**src/rtl/fast_cmd_tx_pkg.sv**
```systemverilog
// fast_cmd_tx_pkg: fast-command symbol codes and frame width shared by the fast-command transmitter.
package fast_cmd_tx_pkg;
  localparam int FRAME_W = 8;
  typedef logic [FRAME_W-1:0] fcCode_t;
  localparam fcCode_t FC_IDLE = 8'hF0;
  localparam fcCode_t FC_BCR = 8'h5A;
  localparam fcCode_t FC_L1A = 8'h96;
  localparam fcCode_t FC_LINK_RESET = 8'h33;
endpackage

```
**src/rtl/fast_cmd_tx_fifo.sv**
```systemverilog
// fc_cmd_fifo: 2-entry command queue; a write while full is taken only together with a read.
module fc_cmd_fifo import fast_cmd_tx_pkg::*; (
  input  logic    clock,
  input  logic    reset,
  input  logic    write,
  input  fcCode_t writeData,
  input  logic    read,
  output fcCode_t readData,
  output logic    empty,
  output logic    full
);
  fcCode_t mem [2];
  logic wrPtr, rdPtr, doWrite, doRead;
  logic [1:0] count;
  always_comb begin
    empty = count == 2'd0;
    full = count == 2'd2;
    doWrite = write && (!full || read);
    doRead = read && !empty;
    readData = mem[rdPtr];
  end
  always_ff @(posedge clock)
    if (doWrite) mem[wrPtr] <= writeData;
  always_ff @(posedge clock)
    if (reset) begin
      wrPtr <= 1'b0;
      rdPtr <= 1'b0;
      count <= 2'd0;
    end else begin
      if (doWrite) wrPtr <= !wrPtr;
      if (doRead) rdPtr <= !rdPtr;
      count <= count + {1'b0, doWrite} - {1'b0, doRead};
    end
endmodule

```
**src/rtl/fast_cmd_tx.sv**
```systemverilog
// fast_cmd_tx: 8-bit fast-command serializer with a 2-deep queue and frame-aligned output delay.
// Define AUTO_BCR_EN to insert BCR_CODE once per ORBIT_LEN frames.
module fast_cmd_tx import fast_cmd_tx_pkg::*; #(
  parameter fcCode_t IDLE_CODE = FC_IDLE,
  parameter fcCode_t BCR_CODE = FC_BCR,
  parameter int ORBIT_LEN = 3564
) (
  input  logic       clk320,
  input  logic       reset,
  input  logic       cmdValid,
  input  fcCode_t    cmdCode,
  output logic       cmdReady,
  input  logic [2:0] bitDelay,
  output logic       fcOut,
  output logic       frameStart,
  output logic       cmdSent
);
  logic [2:0] bitCnt, activeDelay;
  fcCode_t shiftReg, headCode, loadCode;
  logic [6:0] delayLine;
  logic [7:0] tapVec;
  logic boundary, fifoEmpty, fifoFull, bcrSlot, pop;
  fc_cmd_fifo u_fifo (
    .clock(clk320),
    .reset(reset),
    .write(cmdValid && cmdReady),
    .writeData(cmdCode),
    .read(pop),
    .readData(headCode),
    .empty(fifoEmpty),
    .full(fifoFull)
  );
`ifdef AUTO_BCR_EN
  localparam int OW = ORBIT_LEN > 1 ? $clog2(ORBIT_LEN) : 1;
  logic [OW-1:0] orbitCnt;
  assign bcrSlot = orbitCnt == OW'(ORBIT_LEN - 1);
  always_ff @(posedge clk320)
    if (reset) orbitCnt <= '0;
    else if (bitCnt == 3'd7) orbitCnt <= bcrSlot ? '0 : orbitCnt + 1'b1;
`else
  assign bcrSlot = 1'b0;
`endif
  always_comb begin
    boundary = bitCnt == 3'd7;
    pop = boundary && !fifoEmpty && !bcrSlot;
    loadCode = bcrSlot ? BCR_CODE : fifoEmpty ? IDLE_CODE : headCode;
    cmdReady = !fifoFull;
    cmdSent = pop;
    tapVec = {delayLine, shiftReg[7]};
  end
  // The tap is registered into fcOut, so a delay captured at a boundary first
  // affects the bit after the old frame's last undelayed bit.
  always_ff @(posedge clk320)
    if (reset) begin
      bitCnt <= 3'd0;
      shiftReg <= IDLE_CODE;
      delayLine <= '0;
      activeDelay <= 3'd0;
      fcOut <= 1'b0;
      frameStart <= 1'b0;
    end else begin
      bitCnt <= bitCnt + 3'd1;
      shiftReg <= boundary ? loadCode : {shiftReg[6:0], 1'b0};
      delayLine <= {delayLine[5:0], shiftReg[7]};
      fcOut <= tapVec[activeDelay];
      if (boundary) activeDelay <= bitDelay;
      frameStart <= boundary;
    end
endmodule

```
**config.mk**
```make
export PLATFORM = sky130hd
export DESIGN_NAME = fast_cmd_tx
export DESIGN_NICKNAME = d
export VERILOG_FILES = /design/src/rtl/fast_cmd_tx_pkg.sv /design/src/rtl/fast_cmd_tx_fifo.sv /design/src/rtl/fast_cmd_tx.sv
export SDC_FILE = /design/constraint.sdc
export NUM_CORES = 1
export LEC_CHECK = 0
export ABC_AREA = 1
export CAP_MARGIN = 10
export CORE_UTILIZATION = 49
export CTS_BUF_LIST = sky130_fd_sc_hd__clkbuf_16
export CTS_CLUSTER_DIAMETER = 60
export DETAILED_ROUTE_END_ITERATION = 10
export GPL_TIMING_DRIVEN = 0
export PLACE_DENSITY = 0.73
export SYNTH_ARGS = -nofsm -noshare
export SYNTH_HDL_FRONTEND = slang
export SYNTH_HIERARCHICAL = 1
export SYNTH_SLANG_ARGS = --single-unit
```
**constraint.sdc**
```tcl
create_clock -name clk320 -period 1.6 [get_ports clk320]
set_input_delay 0.24 -clock clk320 [delete_from_list [all_inputs] [get_ports clk320]]
set_output_delay 0.24 -clock clk320 [all_outputs]
set_load 0.01 [all_outputs]
```
==> Word level (Yosys, flattened, before mapping) <==
Memories as Yosys holds them, arrays and structs flattened. A register that Yosys moved wholly into a read port is not among the register bits.
Cells that the tools add are included.
{ "classes": {"add_sub_neg": 3, "order_cmp": 1, "n_eq_ne": 2, "n_mux": 8, "n_bitwise": 1, "reduce_logical": 11} }
{ "op_table": {"columns": ["cell", "n"], "rows": [
  ["8-bit 2-to-1 mux", 2],
  ["1-bit 2-to-1 mux", 5],
  ["1-bit logical AND", 4],
  ["1-bit logical NOT", 4],
  ["3-bit by 4-bit less-than comparator with 1-bit output, second input constant", 1],
  ["3-bit by 1-bit adder with 3-bit output, second input constant", 1],
  ["1-bit binary-select mux with 3-bit select", 1],
  ["3-bit equality test, second input constant", 1],
  ["3-bit OR reduction", 1],
  ["2-bit by 1-bit adder with 2-bit output", 1],
  ["2-bit equality test, second input constant", 1],
  ["2-bit logical NOT", 1],
  ["2-bit by 1-bit subtractor with 2-bit output", 1],
  ["1-bit logical OR", 1],
  ["1-bit inverter", 1]
]} }
{ "word_totals": {"ff_bits": 27, "ramBits": 16, "inputBits": 14, "output_inout_bits": 4, "word_cells": 37, "n_memories": 1} }
{ "mem_list": {"columns": ["name", "words", "width", "read_ports", "rd_ports_with_merged_regs", "write_ports", "line", "text"], "rows": [
  ["u_fifo.mem", 2, 8, 1, 1, 1, "fast_cmd_tx_fifo.sv:12", "fcCode_t mem [2];"]
]} }

==> Logic depth before layout (Yosys ltp) <==
Gate-level depths: netlist (run 1).
{ "logic_depth": {"word_depth": 7, "ltp_mapped": 12, "depth_no_buf": 12} }

==> Hierarchy <==
Netlist (run 1), hierarchy kept.
{ "by_module_without_submodules": {"columns": ["mod", "instances", "cells_per_inst", "area_per_inst_um2", "seq_area_each_um2"], "rows": [
  ["fast_cmd_tx", 1, 107, 867.1, 460.4],
  ["fc_cmd_fifo", 1, 58, 834.6, 580.6]
]} }

==> Worst setup path after synthesis (run 1) <==
Ideal clock, no wire load.
{ "synth_timing": {"kind": "flip-flop to flip-flop", "from": "register bitCnt[0]", "to": "memory u_fifo/mem[1][0] (netlist name), enable pin", "setup_time_ns": 0.370, "t_arrival_ns": 1.518, "t_required_ns": 1.230, "setup_slack_ns": -0.288, "stages_incl_launch_ff": 9, "path_buffers": 0, "synth_period_minus_slack_ns": 1.888, "cell_sequence": "dfxtp_1 > ha_1 > ha_1 > inv_1 > nor2_1 > inv_2 > nand3_2 > nand2_2 > nor2_1"} }
{ "synth_via": {"elab_chain_cells": 6} }
{ "synth_lines": {"columns": ["item", "line", "text"], "rows": [
  ["from (decl)", "fast_cmd_tx.sv:18", "logic [2:0] bitCnt, activeDelay;"],
  ["from (signal assigned)", "fast_cmd_tx.sv:62", "bitCnt <= bitCnt + 3'd1;"],
  ["3-bit equality test", "fast_cmd_tx.sv:44", "boundary = bitCnt == 3'd7;"],
  ["via boundary", "fast_cmd_tx.sv:22", "logic boundary, fifoEmpty, fifoFull, bcrSlot, pop;"],
  ["1-bit logical AND", "fast_cmd_tx.sv:45", "pop = boundary && !fifoEmpty && !bcrSlot;"],
  ["via cmdSent", "fast_cmd_tx.sv:16", "output logic cmdSent"],
  ["1-bit logical OR", "fast_cmd_tx_fifo.sv:18", "doWrite = write && (!full || read);"],
  ["1-bit logical AND", "fast_cmd_tx_fifo.sv:18", null],
  ["1-bit 2-to-1 mux", "fast_cmd_tx_fifo.sv:23", "if (doWrite) mem[wrPtr] <= writeData;"],
  ["1-bit 2-to-1 mux (not written as such)", "fast_cmd_tx_fifo.sv:23", null],
  ["to (decl)", "fast_cmd_tx_fifo.sv:12", null]
]} }
The timed path passes the listed nets, and every way through them passes these cells.

==> Worst setup path after layout (run 1) <==
{ "layout_timing": {"from": "register bitCnt[1]", "to": "register u_fifo.count[1]"} }
{ "layout_via": {"word_cells_on_any_way": 7, "cone_classes": "add/sub: 2; eq/ne: 1; reduce/logical: 4"} }
{ "layout_rtl": {"columns": ["item", "line", "text"], "rows": [
  ["3-bit equality test", "fast_cmd_tx.sv:44", null],
  ["via boundary", "fast_cmd_tx.sv:22", null],
  ["1-bit logical AND", "fast_cmd_tx.sv:45", null],
  ["1-bit logical AND", "fast_cmd_tx_fifo.sv:19", "doRead = read && !empty;"],
  ["via u_fifo.doRead", "fast_cmd_tx_fifo.sv:13", "logic wrPtr, rdPtr, doWrite, doRead;"],
  ["2-bit by 1-bit subtractor with 2-bit output", "fast_cmd_tx_fifo.sv:32", "count <= count + {1'b0, doWrite} - {1'b0, doRead};"],
  ["to (signal assigned)", "fast_cmd_tx_fifo.sv:32", null],
  ["to (decl)", "fast_cmd_tx_fifo.sv:14", "logic [1:0] count;"]
]} }
The timed path passes the listed nets, and every way through them passes these cells.
A chain may end at the register's enable or synchronous reset.

==> flow_summary.ini, run 1 <==
[layout]
finalNetCount = 214
drive_above_1_share = 0.254
antenna_cells = 0
n_fill_cell = 259
most-common-layout-cells = dfxtp_1, nor2_1, inv_1
areaGrowthSynthToFinish_pct = 32.9
utilization = 0.678
layout_commonest_cell = dfxtp_1

[global_routing]
grt_max_degree = 16
grtUsageTotal = 0.172
first_global_vias = 1066
grt_pass1_wl_um = 4470
grt-ovfl-total = 0
antenna_found_initial = 0

[critical_path]
critPathKind = register to register
crit_path_max_incr_delay_ns = 0.35
worstReg2RegStart = bitCnt[1]
end_kind = register
crit_path_frequent_cell = ha_4
critical_path.max_fanout = 3
r2r_slack_ns = 0.002
crit_path_start_kind = register
cpMaxStageDelayCell = dfxtp_2
r2r_end = u_fifo/count[1]
crit_required_ns = 1.80
reg2regPathDepth = 12
path_buf_inv = 3
crit_chain = ha_4 -> ha_4 -> inv_4 -> nor2_4 -> inv_2 -> nor2_4 -> ha_4 -> inv_4 -> nand3_4 -> nand2_2 -> nand2_2 -> nor2_1
critPathTopFamily = adder cells
cp.arrival_ns = 1.80

[floorplan]
die_h_um = 60.9
dieWidth_um = 60.9
die_area_sq_um = 3710
core_sq_um = 3340
rows = 21
io-pin-count = 18
initial_core_util = 0.510

[clock_tree]
clockRootBuffer = clkbuf_16
clk_latency_ns = 0.28
path_clk_slew_ns = 0.06
cts_tree = yes
cts-buffers-inserted = 5
htreeDepth = 2
numClockSinks = 44
cts_buffer_depth = 2

[synth]
postSynthAreaPerCell_sq_um = 10.3
ys_seq_area_frac = 0.612
yosysTopAreaCell = dfxtp_1
synth_area_sq_um = 1700
ys.flop_type = dfxtp_1
ys_top_cells_by_area = dfxtp_1, edfxtp_1, nor2_1
synth_edf_count = 16
yosys_warnings = 6
synthArstFlopShare = 0
synthCells = 165
synth_top_area_share = 0.329
synth-seq-cells = 44
synth.distinct_cells = 24
syn-num-nets = 183

[timing]
setup_viol = 0
max_freq_mhz = 626
setup_slack_ns = 0.00211
rsz0062_at_grt = yes
drv_slew = 0
hold_violations = 0
period_share = 0.999
finClkSkew_ns = 0.00331
finalCriticalPeriod_ns = 1.60
relSlewSlack = 0.719
worst_pin_slew_ns = 0.420

[detailed_routing]
wirelength_met1_um = 1180
drtAntennaViolNets = 0
route.detailed.drc = 0
via_per_inst = 4.76
drt-total-wl_um = 2770
firstDrtPassIters = 4
highest_layer = met3
wl_met2_um = 1520
detail_route.wl_per_cell_um = 11.4
dr_wl_met3_um = 74
drt_first_iter_violations = 62
vias = 1156

[run_status]
status = finished clean

[placed_design]
numPortBuffers = 17
gp_congestion = 0.821
dpl.hpwl_um = 1810
pre_cts_slack_ns = -0.106

[min_path]
hold_end = delayLine[3]
hp-class = register to register
hold-path-cell-count = 2
hold_path.startpoint = delayLine[2]

[pwr]
power.density_nw_per_um2 = 1170
p_leak_nw = 0.902
vdd_drop_max_mv = 0.813

[flow_run]
drv_cap = 0
[registers in the layout, summed over array words and instances, names as in the netlist, named ones only]
signal	count
u_fifo/mem	16
delayLine	7
activeDelay	3
shiftReg	8
fcOut	1
u_fifo/wrPtr	1
bitCnt	3
frameStart	1
u_fifo/rdPtr	1
u_fifo/count	2
[synthesized netlist by cell type (2+ instances only)]
cell       n
a21oi_1    8
ha_1       4
edfxtp_1  16
nor2_1    26
nand2_1   20
buf_2      2
nand3_1    6
dfxtp_1   28
o21ai_0    3
inv_1     21
nor3_1     4
nand3_2    2
mux2_1     8
nor2_2     6
inv_2      2
[routing by layer]
metal  up-vias  global-route usage
met1       550               0.191
li1        591                   -
met5         -                   0
met2        15               0.303
met4         0              0.0487
met3         0              0.0704
[report_power, final]
group	internal (mW)	total, mW	leakage, nW	switching [mW]
sequential	1.22	1.25	0.380	0.0289
clock	0.741	1.16	0.0804	0.420
combinational	0.104	0.224	0.442	0.120
[layout make-up]
type	count	area (sq um)	share of cell area
Buffer	3	17.5	0.00774
Tap cell	46	57.6	0.0254
Clock inverter	3	46.3	0.0205
Clock buffer	5	125	0.0553
Sequential cell	44	1050	0.463
Inverter	24	97.6	0.0431
Timing Repair Buffer	24	220	0.0973
Multi-Input combinational cell	94	651	0.288
[worst reg2reg max path: stages, from the launching register on]
cell and delay [ns]:
dfxtp_2 0.35, ha_4 0.15, ha_4 0.13, inv_4 0.04
nor2_4 0.08, inv_2 0.07, nor2_4 0.11, ha_4 0.22
inv_4 0.06, nand3_4 0.07, nand2_2 0.09, nand2_2 0.05
nor2_1 0.11
[worst max path at each step]
stage	slack, ns	from	cells past startpoint	end
after floorplan	0.02	bitCnt[0]	11	u_fifo/count[1]
after detailed placement	-0.11	cmdValid	5	u_fifo/mem[1][5]
after global placement	-0.05	cmdValid	5	u_fifo/mem[1][7]
after CTS	0.01	bitCnt[0]	12	u_fifo/count[1]
after global routing	-0.06	bitCnt[1]	12	u_fifo/count[1]
final	0.002	bitCnt[1]	12	u_fifo/count[1]
[what timing repair did]
action                                  4_1_cts  5_1_grt
hold buffers                                  0        0
resized for setup                            16        5
setup buffers                                 2        5
gates cloned                                  0        0
pin swaps                                     7        4
endpoints found under the setup margin       20       19
[logic make-up (layout without fill, tap and decap cells)]
kind of cell / Yosys count / in the layout / synth area share
and+or+nand+nor: 68 / 68 / 0.193
DFF: 44 / 44 / 0.612
buffers and inverters: 27 / 59 / 0.0647
AOI/OAI and AO/OA: 13 / 13 / 0.0426
muxes: 8 / 8 / 0.0529
adders and majority gates: 4 / 4 / 0.0294
xor gates and xnor gates: 1 / 1 / 0.00515
[metrics by stage]
stage	std cells	power [mW]	TNS, ns	area (sq um)	hold WS (ns)
floorplan	165	1.38	0	1740	0.302
global placement	228	1.44	-0.768	1960	0.409
detailed placement	228	1.45	-1.66	1960	0.418
CTS	238	2.63	0	2200	0.427
global route	243	2.74	-0.389	2260	0.443
finish	243	2.64	0	2260	0.432
No activity file was read; power rests on OpenSTA's default activity.
==> inputs of run 2 (changes only) <==
--- a/config.mk
+++ b/config.mk
@@ -7,12 +7,12 @@
 export LEC_CHECK = 0
 export ABC_AREA = 1
 export CAP_MARGIN = 10
-export CORE_UTILIZATION = 49
+export CORE_UTILIZATION = 30
 export CTS_BUF_LIST = sky130_fd_sc_hd__clkbuf_16
 export CTS_CLUSTER_DIAMETER = 60
 export DETAILED_ROUTE_END_ITERATION = 10
 export GPL_TIMING_DRIVEN = 0
-export PLACE_DENSITY = 0.73
+export SLEW_MARGIN = 20
 export SYNTH_ARGS = -nofsm -noshare
 export SYNTH_HDL_FRONTEND = slang
 export SYNTH_HIERARCHICAL = 1
==> flow_summary.ini, run 2 (synthesized netlist as in run 1, its figures left out) <==
[floorplan]
initial_core_util = 0.311
die_h_um = 77.3
rows = 27
io-pin-count = 18
dieWidth_um = 77.3
core_sq_um = 5470
die_area_sq_um = 5980

[global_routing]
first_global_vias = 1109
grt-ovfl-total = 0
grt_pass1_wl_um = 4710
grt_max_degree = 16
grtUsageTotal = 0.107
antenna_found_initial = 0

[placed_design]
dpl.hpwl_um = 1770
numPortBuffers = 17
postPlaceCellArea_sq_um = 2000
gp_congestion = 0.764
pre_cts_slack_ns = -0.107

[detailed_routing]
via_per_inst = 4.18
drt_first_iter_violations = 34
detail_route.wl_per_cell_um = 9.94
vias = 1124
route.detailed.drc = 0
drt-total-wl_um = 2680
firstDrtPassIters = 4
drtAntennaViolNets = 0

[critical_path]
critical_path.max_fanout = 2
crit_required_ns = 1.36
critPathKind = register to primary output
crit_path_start_kind = register
end_kind = primary output
cp.arrival_ns = 1.32

[clock_tree]
clockRootBuffer = clkbuf_16
cts_tree = yes
htreeDepth = 2
cts_buffer_depth = 2
clk_latency_ns = 0.29
numClockSinks = 44
path_clk_slew_ns = 0.06
cts-buffers-inserted = 5
holdBufCountCts = 0

[timing]
hold_violations = 0
setup_viol = 0
period_share = 0.977
hold_ws_ns = 0.428
relSlewSlack = 0.765
worst_pin_slew_ns = 0.352
rsz0062_at_grt = yes
finalCriticalPeriod_ns = 1.56
finClkSkew_ns = 0.00310
setup_slack_ns = 0.0360
drv_slew = 0
max_freq_mhz = 639

[run_status]
status = finished clean

[layout]
antenna_cells = 0
stdcell_area_sq_um = 2270
largest-register = u_fifo/mem
layout_commonest_cell = dfxtp_1
areaGrowthSynthToFinish_pct = 33.4
largest_register_ffs = 16
most-common-layout-cells = dfxtp_1, nor2_1, nand2_1
finalNetCount = 214
reg.largest.list = u_fifo/mem x16, shiftReg x8, delayLine x7
drive_above_1_share = 0.234

[pwr]
power.density_nw_per_um2 = 1160
p_total_mw = 2.62
p_leak_nw = 0.899
vdd_drop_max_mv = 0.512

[min_path]
hp-class = register to register

[flow_run]
drv_cap = 0
run 2: final cells by class:
class                   count  area (sq um)
repair buffers             24           220
flip-flops and latches     44          1050
fillers                   563          3200
inverters                  24          95.1
clock inverters             3          46.3
clock buffers               5           125
well taps                  72          90.1
plain buffers               3          17.5
multi-input cells          94           628
run 2: routing by layer:
layer  vias to the layer above  share of wire  global-route usage
met5                         -              0                   0
met4                         0          0.030              0.0792
met3                         8          0.052              0.0405
met2                        23           0.46               0.169
met1                       510           0.46               0.117
li1                        583              -                   -
run 2: report_power, final:
| group | switching [mW] | internal [mW] |
|---|---|---|
| clock network | 0.425 | 0.741 |
| logic | 0.110 | 0.0999 |
| registers | 0.0253 | 1.22 |
run 2: worst paths after layout:
kind	cells after the start	to	slack, ns	start
hold reg to reg	2	delayLine[3]	0.43	delayLine[2]
setup / recovery	5	cmdSent	0.04	bitCnt[0]
hold / removal	2	delayLine[3]	0.43	delayLine[2]
setup reg to reg	12	u_fifo/count[1]	0.04	bitCnt[0]
run 2: what timing repair did:
action | CTS | global route
gates resized for setup | 12 | 3
pin swaps | 3 | 7
setup endpoints to repair | 20 | 19
endpoints found under the hold margin | 0 | 0
buffers inserted | 3 | 4
run 2: through the flow:
step,std cells,utilization,TNS (ns)
3_5_place_dp,254,0.365,-1.68
3_3_place_gp,254,0.365,-1.57
5_1_grt,269,0.415,-0.838
6_report,269,0.415,0
2_1_floorplan,165,-,0
4_1_cts,265,0.407,0
run 2: critical path, cell delays in order (launching register included):
cell and delay (ns):
dfxtp_2 0.35, ha_4 0.15, ha_4 0.13, inv_4 0.04
nor2_4 0.10, dlygate4sd2_1 0.27
==> inputs of run 3 (changes only) <==
==> constraint.sdc (replaced) <==
create_clock -name clk320 -period 1.6 [get_ports clk320]
set_input_delay 0.32 -clock clk320 [delete_from_list [all_inputs] [get_ports clk320]]
set_output_delay 0.32 -clock clk320 [all_outputs]
set_load 0.01 [all_outputs]
==> flow_summary.ini, run 3 (synthesized netlist as in run 1, its figures left out) <==
[layout]
largest-register = u_fifo/mem
layout_commonest_cell = dfxtp_1
final_cells = 269
areaGrowthSynthToFinish_pct = 33.2
most-common-layout-cells = dfxtp_1, nor2_1, nand2_1
finalNetCount = 214
stdcell_area_sq_um = 2270
largest_register_ffs = 16
drive_above_1_share = 0.239
antenna_cells = 0
reg.largest.list = u_fifo/mem x16, shiftReg x8, delayLine x7

[clock_tree]
path_clk_slew_ns = 0.06
clockRootBuffer = clkbuf_16
clk_latency_ns = 0.29
cts_tree = yes
cts-buffers-inserted = 5
numClockSinks = 44
htreeDepth = 2
cts_buffer_depth = 2

[critical_path]
crit_path_start_kind = register
crit_required_ns = 1.82
critical_path.max_fanout = 3
crit_chain = ha_4 -> ha_4 -> inv_4 -> nor2_4 -> inv_2 -> nor2_4 -> ha_4 -> inv_2 -> nand3_2 -> nand2_1 -> nand2_1 -> nor2_1
cpMaxStageDelayCell = dfxtp_2
crit_path_max_incr_delay_ns = 0.35
crit_path_frequent_cell = ha_4
cp.arrival_ns = 1.78
critPathKind = register to register
end_kind = register

[floorplan]
die_area_sq_um = 5980
dieWidth_um = 77.3
die_h_um = 77.3
io-pin-count = 18
core_sq_um = 5470
initial_core_util = 0.311
rows = 27

[pwr]
vdd_drop_max_mv = 0.513
p_leak_nw = 0.896
p_total_mw = 2.62
power.density_nw_per_um2 = 1160

[placed_design]
numPortBuffers = 17
gp_congestion = 0.764
dp_cells = 254
dpl.hpwl_um = 1770
pre_cts_slack_ns = -0.187
postPlaceCellArea_sq_um = 2000

[timing]
relSlewSlack = 0.765
finalCriticalPeriod_ns = 1.56
setup_viol = 0
hold_violations = 0
rsz0062_at_grt = yes
period_share = 0.973
worst_pin_slew_ns = 0.352
finClkSkew_ns = 0.00324
drv_slew = 0
hold_ws_ns = 0.428
setup_slack_ns = 0.0436
max_freq_mhz = 643

[global_routing]
antenna_found_initial = 0
grt_pass1_wl_um = 4710
grtUsageTotal = 0.107
grt-ovfl-total = 0
first_global_vias = 1109
grt_max_degree = 16

[detailed_routing]
detail_route.wl_per_cell_um = 9.94
firstDrtPassIters = 4
route.detailed.drc = 0
drt_first_iter_violations = 33
vias = 1121
drtAntennaViolNets = 0
via_per_inst = 4.17
drt-total-wl_um = 2670

[run_status]
status = finished clean

[min_path]
hp-class = register to register

[flow_run]
drv_cap = 0
run 3: cell types whose count changed in the layout (fill, tap and decap cells not counted):
cell           before  now
buf_2               2    3
dlygate4sd2_1       2    1
run 3: worst max-delay path, delay by kind of cell (launching register included):
kind / cells / cell delay (ns)
fa+ha+maj: 3 / 0.49
buf+inv: 3 / 0.15
simple gates: 6 / 0.50
flops: 1 / 0.35
run 3: final cells by class:
type	instances	area [sq um]
buffer	3	17.5
clock buffer	5	125
clock inverter	3	46.3
fill	565	3210
inverter	24	95.1
multi-input combinational	94	628
sequential	44	1050
tap	72	90.1
timing repair buffer	24	216
run 3: repair_timing:
action                                 4_1_cts  5_1_grt
gates cloned                                 0        0
hold buffers                                 0        0
endpoints found under the hold margin        0        0
pin swaps                                    3        7
buffers inserted                             3        4
resized for setup                           14        4
setup endpoints to repair                   20       19
run 3: report_power, final:
group          internal [mW]  switching (mW)  leakage [nW]  total, mW
Clock                  0.741           0.425        0.0804       1.17
Combinational         0.0999           0.110         0.436      0.210
Sequential              1.22          0.0253         0.380       1.25
Total                   2.06           0.561         0.896       2.62
run 3: per-stage QoR:
stage                      util  TNS, ns
after floorplan               -        0
after global placement    0.365    -2.90
after detailed placement  0.365    -3.01
after CTS                 0.406        0
after global routing      0.414   -0.805
final                     0.414        0
run 3: routing by layer:
metal	GRT usage	part of all wire	vias to the layer above	routed length, um
li1	-	-	583	-
met1	0.117	0.46	507	1220
met2	0.169	0.46	23	1230
met3	0.0405	0.052	8	139
met4	0.0792	0.030	0	79
met5	0	0	-	0
run 3: path summary, 6_finish.rpt:
path / from / end / slack [ns] / cells after the start
setup / recovery: bitCnt[0] / u_fifo/count[1] / 0.04 / 12
hold / removal: delayLine[2] / delayLine[3] / 0.43 / 2
setup reg to reg: bitCnt[0] / u_fifo/count[1] / 0.04 / 12
hold reg to reg: delayLine[2] / delayLine[3] / 0.43 / 2
